<file path="config.mk">
export PLATFORM = sky130hd
export DESIGN_NAME = lms_tap_reader
export DESIGN_NICKNAME = d
export VERILOG_FILES = /design/src/rtl/lms_pkg.sv /design/src/rtl/lms_sample_buf.sv /design/src/rtl/lms_tap_reader.sv
export SDC_FILE = /design/constraint.sdc
export NUM_CORES = 1
export LEC_CHECK = 0
export CAP_MARGIN = 30
export CORE_ASPECT_RATIO = 0.75
export CORE_MARGIN = 2
export CORE_UTILIZATION = 30
export CTS_BUF_LIST = sky130_fd_sc_hd__clkbuf_2
export CTS_CLUSTER_SIZE = 40
export DETAILED_ROUTE_END_ITERATION = 10
export GPL_ROUTABILITY_DRIVEN = 1
export PLACE_DENSITY = 0.46
export SETUP_SLACK_MARGIN = 0.4
export SLEW_MARGIN = 10
export SYNTH_ARGS = -nofsm -noshare
export SYNTH_HDL_FRONTEND = slang
export SYNTH_SLANG_ARGS = --single-unit
</file>
<file path="constraint.sdc">
create_clock -name Clk -period 3.3 [get_ports Clk]
set_clock_uncertainty 0.1 [all_clocks]
set_input_delay 0.495 -clock Clk [delete_from_list [all_inputs] [get_ports Clk]]
set_output_delay 0.495 -clock Clk [all_outputs]
set_load 0.03 [all_outputs]
</file>
<file path="src/rtl/lms_pkg.sv">
// Shared LMS filter constants and the tap reader state encoding.
// Reused by the tap reader, MAC and weight-update blocks.
package lms_pkg;

    localparam int DATA_W = 16;
    localparam int TAPS   = 16;
    localparam int ADDR_W = 4;

    typedef enum logic {
        IDLE   = 1'b0,
        STREAM = 1'b1
    } state_t;

endpackage

</file>
<file path="src/rtl/lms_sample_buf.sv">
// TAPS-deep sample register array: one enabled write port, one combinational
// read port, cleared to zero by a synchronous reset.
module lms_sample_buf #(
    parameter int DATA_W = 16,
    parameter int DEPTH  = 16,
    parameter int ADDR_W = 4
) (
    input  logic              Clk,
    input  logic              Reset,
    input  logic              Wr_en,
    input  logic [ADDR_W-1:0] Wr_addr,
    input  logic [DATA_W-1:0] Wr_data,
    input  logic [ADDR_W-1:0] Rd_addr,
    output logic [DATA_W-1:0] Rd_data
);

    logic [DATA_W-1:0] mem [DEPTH];

    always_ff @(posedge Clk) begin
        if (Reset) begin
            for (int i = 0; i < DEPTH; i++) begin
                mem[i] <= '0;
            end
        end else if (Wr_en) begin
            mem[Wr_addr] <= Wr_data;
        end
    end

    assign Rd_data = mem[Rd_addr];

endmodule

</file>
<file path="src/rtl/lms_tap_reader.sv">
// Circular tap-delay buffer with a read sequencer: each accepted sample is
// stored, then the newest TAPS taps are streamed out newest-first.
module lms_tap_reader #(
    parameter int DATA_W = lms_pkg::DATA_W,
    parameter int TAPS   = lms_pkg::TAPS,
    parameter int ADDR_W = lms_pkg::ADDR_W
) (
    input  logic              Clk,
    input  logic              Reset,
    input  logic              Sample_valid,
    input  logic [DATA_W-1:0] Sample_in,
    output logic              Sample_ready,
    output logic [DATA_W-1:0] Tap_data,
    output logic [ADDR_W-1:0] Tap_index,
    output logic              Tap_valid,
    input  logic              Tap_ready,
    output logic              Tap_last,
    output logic              Busy
);

    import lms_pkg::*;

    state_t            state_q, state_d;
    logic [ADDR_W-1:0] wr_ptr_q;
    logic [ADDR_W-1:0] base_q;
    logic [ADDR_W-1:0] tap_index_p1;
    logic [ADDR_W-1:0] next_index;
    logic [ADDR_W-1:0] rd_addr;
    logic [DATA_W-1:0] tap_data_p1;
    logic [DATA_W-1:0] rd_data;
    logic              tap_last_p1;
    logic              sample_acc;
    logic              tap_hs;

    assign Sample_ready = (state_q == IDLE);
    assign Busy         = (state_q == STREAM);
    assign Tap_valid    = Busy;
    assign sample_acc   = Sample_valid && Sample_ready;
    assign tap_hs       = Tap_valid && Tap_ready;

    // Address of the tap about to be loaded: newest sample sits at base, older ones below it.
    assign next_index = tap_index_p1 + ADDR_W'(1);
    assign rd_addr    = base_q - next_index;

    lms_sample_buf #(
        .DATA_W (DATA_W),
        .DEPTH  (TAPS),
        .ADDR_W (ADDR_W)
    ) u_buf (
        .Clk     (Clk),
        .Reset   (Reset),
        .Wr_en   (sample_acc),
        .Wr_addr (wr_ptr_q),
        .Wr_data (Sample_in),
        .Rd_addr (rd_addr),
        .Rd_data (rd_data)
    );

    always_ff @(posedge Clk) begin
        if (Reset) begin
            state_q <= IDLE;
        end else begin
            state_q <= state_d;
        end
    end

    always_comb begin
        state_d = state_q;
        case (state_q)
            IDLE:    if (sample_acc) state_d = STREAM;
            STREAM:  if (tap_hs && tap_last_p1) state_d = IDLE;
            default: state_d = IDLE;
        endcase
    end

    // Tap output stage: k=0 bypasses the buffer, later taps come from the read port.
    always_ff @(posedge Clk) begin
        if (Reset) begin
            wr_ptr_q     <= '0;
            base_q       <= '0;
            tap_index_p1 <= '0;
            tap_data_p1  <= '0;
            tap_last_p1  <= 1'b0;
        end else if (sample_acc) begin
            wr_ptr_q     <= wr_ptr_q + ADDR_W'(1);
            base_q       <= wr_ptr_q;
            tap_index_p1 <= '0;
            tap_data_p1  <= Sample_in;
            tap_last_p1  <= 1'b0;
        end else if (tap_hs && !tap_last_p1) begin
            tap_index_p1 <= next_index;
            tap_data_p1  <= rd_data;
            tap_last_p1  <= (next_index == ADDR_W'(TAPS - 1));
        end
    end

    assign Tap_data  = tap_data_p1;
    assign Tap_index = tap_index_p1;
    assign Tap_last  = tap_last_p1;

endmodule

</file>
==> reports/metrics.cfg <==
[cts]
cts_tree=built
clock_latency_ns=0.96
cts-root-buf=clkbuf_2
clkTransAtPathRegs_ns=0.11
cts_sinks=286
numCtsBuffers=72
cts_buffer_depth=3
htreeDepth=3

[worst_hold_path]
hold_path.class=primary input to flip-flop

[drt]
wl_per_cell_um=22.7
drcViolationCount=0
first_pass_iters=5
drt-total-wl_mm=37.1
antenna_left=0
routed_via_density=4.76
drtIter0Drc=556
vias=7786

[final_layout]
final_net_count=1036
multiInputGateArea_sq_um=4600
drive_above_1_share_pct=27.6
area_delta_synth_final_pct=16.4
seq_area_sq_um=8290
fillerInstances=4240
final_cell_mix=and2_1, edfxtp_1, clkbuf_2, mux4_2, clkdlybuf4s50_1
final_area_sq_um=15300

[logic_synthesis]
synthesis.nets=930
synthAdderAreaFrac_pct=1.01
synthCells=900
ys_seq_area_share_pct=63.0
yosysWarningCount=0
synth_simple_gate_area_share_pct=15.9
synth_top_family_by_area=simple AND/OR/NAND/NOR gates
netlist_area_sq_um=13200
synth_cell_types=35
avgSynthCellArea_sq_um=14.6
synth_compound_area_share_pct=3.08
ys_ff_latch=286
synth_xor_xnor_area_share_pct=0.732
synthMuxAreaShare_pct=13.5

[pwr]
pwr-share-seq_pct=53.7
max-vdd-ir-drop_v=0.000176
switchingPower_mw=2.23
clkPwrFrac_pct=30.8
leakagePower_nw=5.64
combPwrFrac_pct=15.5
p_per_area_nw_per_um2=503
swShare_pct=28.9
p_int_mw=5.48

[floorplan]
core-area_sq_um=43400
num_rows=66
io_pins=44
start_util_pct=30.4
fp.dieArea_sq_um=45600
die_w_um=246
dieHeight_um=185

[global_route]
antenna_found_initial=1
grt_pass1_vias=8125
grt_start_max_net_pins=34
grt_pass1_wl_mm=54.3
track_usage_pct=16.4
grt_overflow=0

[place]
placed_area_sq_um=14400
dp_hpwl_mm=23.3
gp_congestion=0.756
io_buffers=43

[setup_path]
rr_worst_depth=10
cp.required_ns=4.01
worstReg2RegStart=Tap_index[0]
path_class=flip-flop to flip-flop
endpoint_kind=flip-flop
endpoint=Tap_data[9]
cp.arrival_ns=3.70
r2r_slack_ns=0.31
critical_path.startpoint_type=flip-flop
crit_start=Tap_index[0]
worstReg2RegEnd=Tap_data[9]
crit_fanout=11

[sta]
hold_ws_ns=0.142
slew_viol_final=0
hold_viol=0
relSlewSlack_pct=42.8
final.period_utilization_pct=90.7
setup_viol=0
fin_crit_ns=2.99
worst_pin_slew_ns=0.856
achievable-frequency_mhz=334
setup_tns_ns=0
rsz0062_at_grt=yes

[status]
status=finished, final reports clean

[job]
drv_cap=0

==> kinds of logic (layout without fill, tap and decap cells) <==
family,count (synthesis),count (layout)
other,0,1
AOI/OAI and AO/OA,58,58
xor gates and xnor gates,11,11
adders and majority gates,10,10
muxes,96,96
and+or+nand+nor,361,361
buffers and inverters,78,236
DFF,286,286
==> layer usage <==
metal / wire, um / track usage [%] / part of all wire [%]
met1: 18900 / 24.4 / 51
met2: 15900 / 24.0 / 43
met3: 1880 / 3.65 / 5.1
met4: 495 / 4.44 / 1.3
met5: 16 / 0 / 0.043
==> state kept, by name (all words and copies together), names as in the netlist <==
signal / count
wr_ptr_q: 4
base_q: 4
Tap_data: 16
Busy: 1
Tap_index: 4
Tap_last: 1
u_buf.mem: 256
==> how the worst min path moves through the flow <==
stage | from | end | slack (ns) | depth (start not counted)
6_report | Tap_ready | Busy | 0.14 | 4
5_1_grt | Tap_ready | Busy | 0.10 | 4
4_1_cts | Tap_ready | Busy | 0.05 | 4
3_5_place_dp | base_q[0] | base_q[0] | 0.35 | 2
3_3_place_gp | base_q[0] | base_q[0] | 0.35 | 2
2_1_floorplan | base_q[0] | base_q[0] | 0.34 | 2
==> critical path, cell delays in order (launching register included) <==
cell and delay (ns):
dfxtp_2 0.35, inv_2 0.05, ha_4 0.22, fa_4 0.86
buf_4 0.13, buf_6 0.12, clkbuf_16 0.17, mux4_2 0.31
mux2_2 0.29, o211ai_1 0.16, a31oi_1 0.10
==> Yosys cell counts <==
library cell	count	area, sq um
and3_4	1	11.3
or2_2	16	100
buf_2	9	45.0
a21oi_1	7	35.0
buf_12	1	20.0
nand4_1	1	6.26
nand3_1	18	90.1
and3_1	1	6.26
nor3_1	8	40.0
ha_1	9	113
or2_1	1	6.26
mux4_2	64	1440
nand2b_1	2	12.5
edfxtp_1	256	7690
xnor2_1	7	61.3
nor2b_1	2	12.5
buf_6	3	33.8
nand2_1	34	128
dfxtp_1	30	601
nor2_1	20	75.1
a31oi_1	17	106
o211ai_2	10	125
xor2_1	4	35.0
mux2i_1	16	160
nand3b_1	1	7.51
buf_4	5	37.5
a2111oi_0	1	8.76
o21ai_0	17	85.1
buf_1	1	3.75
fa_1	1	20.0
mux2_2	16	180
and2_1	256	1600
inv_1	8	30.0
o211ai_1	6	45.0
clkbuf_1	51	191
==> area by class of cell <==
type	instances	share of cell area, %
Antenna cell	1	0.0163
Clock buffer	106	3.46
Sequential cell	286	54.1
Tap cell	578	4.72
Timing Repair Buffer	102	6.94
Multi-Input combinational cell	536	30.0
Inverter	8	0.196
Clock inverter	20	0.498
==> power by group through the flow <==
| stage | logic (mW) | clock network, mW | registers, mW |
|---|---|---|---|
| after floorplan | 0.655 | 0 | 4.23 |
| after global placement | 1.08 | 0 | 4.23 |
| after detailed placement | 1.08 | 0 | 4.22 |
| after CTS | 1.11 | 2.45 | 4.14 |
| after global routing | 1.27 | 2.63 | 4.16 |
| final | 1.19 | 2.38 | 4.14 |
==> stage by stage <==
step	std cells	setup WS, ns	utilization (%)	total power [mW]
finish	1637	0.307	35.3	7.71
floorplan	900	0.419	-	4.88
CTS	1621	0.274	34.8	7.71
global placement	1492	0.168	33.3	5.31
detailed placement	1492	0.145	33.3	5.31
global route	1636	0.210	35.3	8.06
==> what timing repair did <==
action / 4_1_cts / 5_1_grt
hold endpoints to repair: 28 / 0
pin swaps: 8 / 9
gates cloned: 0 / 4
gates resized for setup: 19 / 6
buffers inserted: 2 / 11
endpoints found under the setup margin: 16 / 16
hold buffers: 1 / 0
Note: power is estimated with default switching activity, not from simulation.
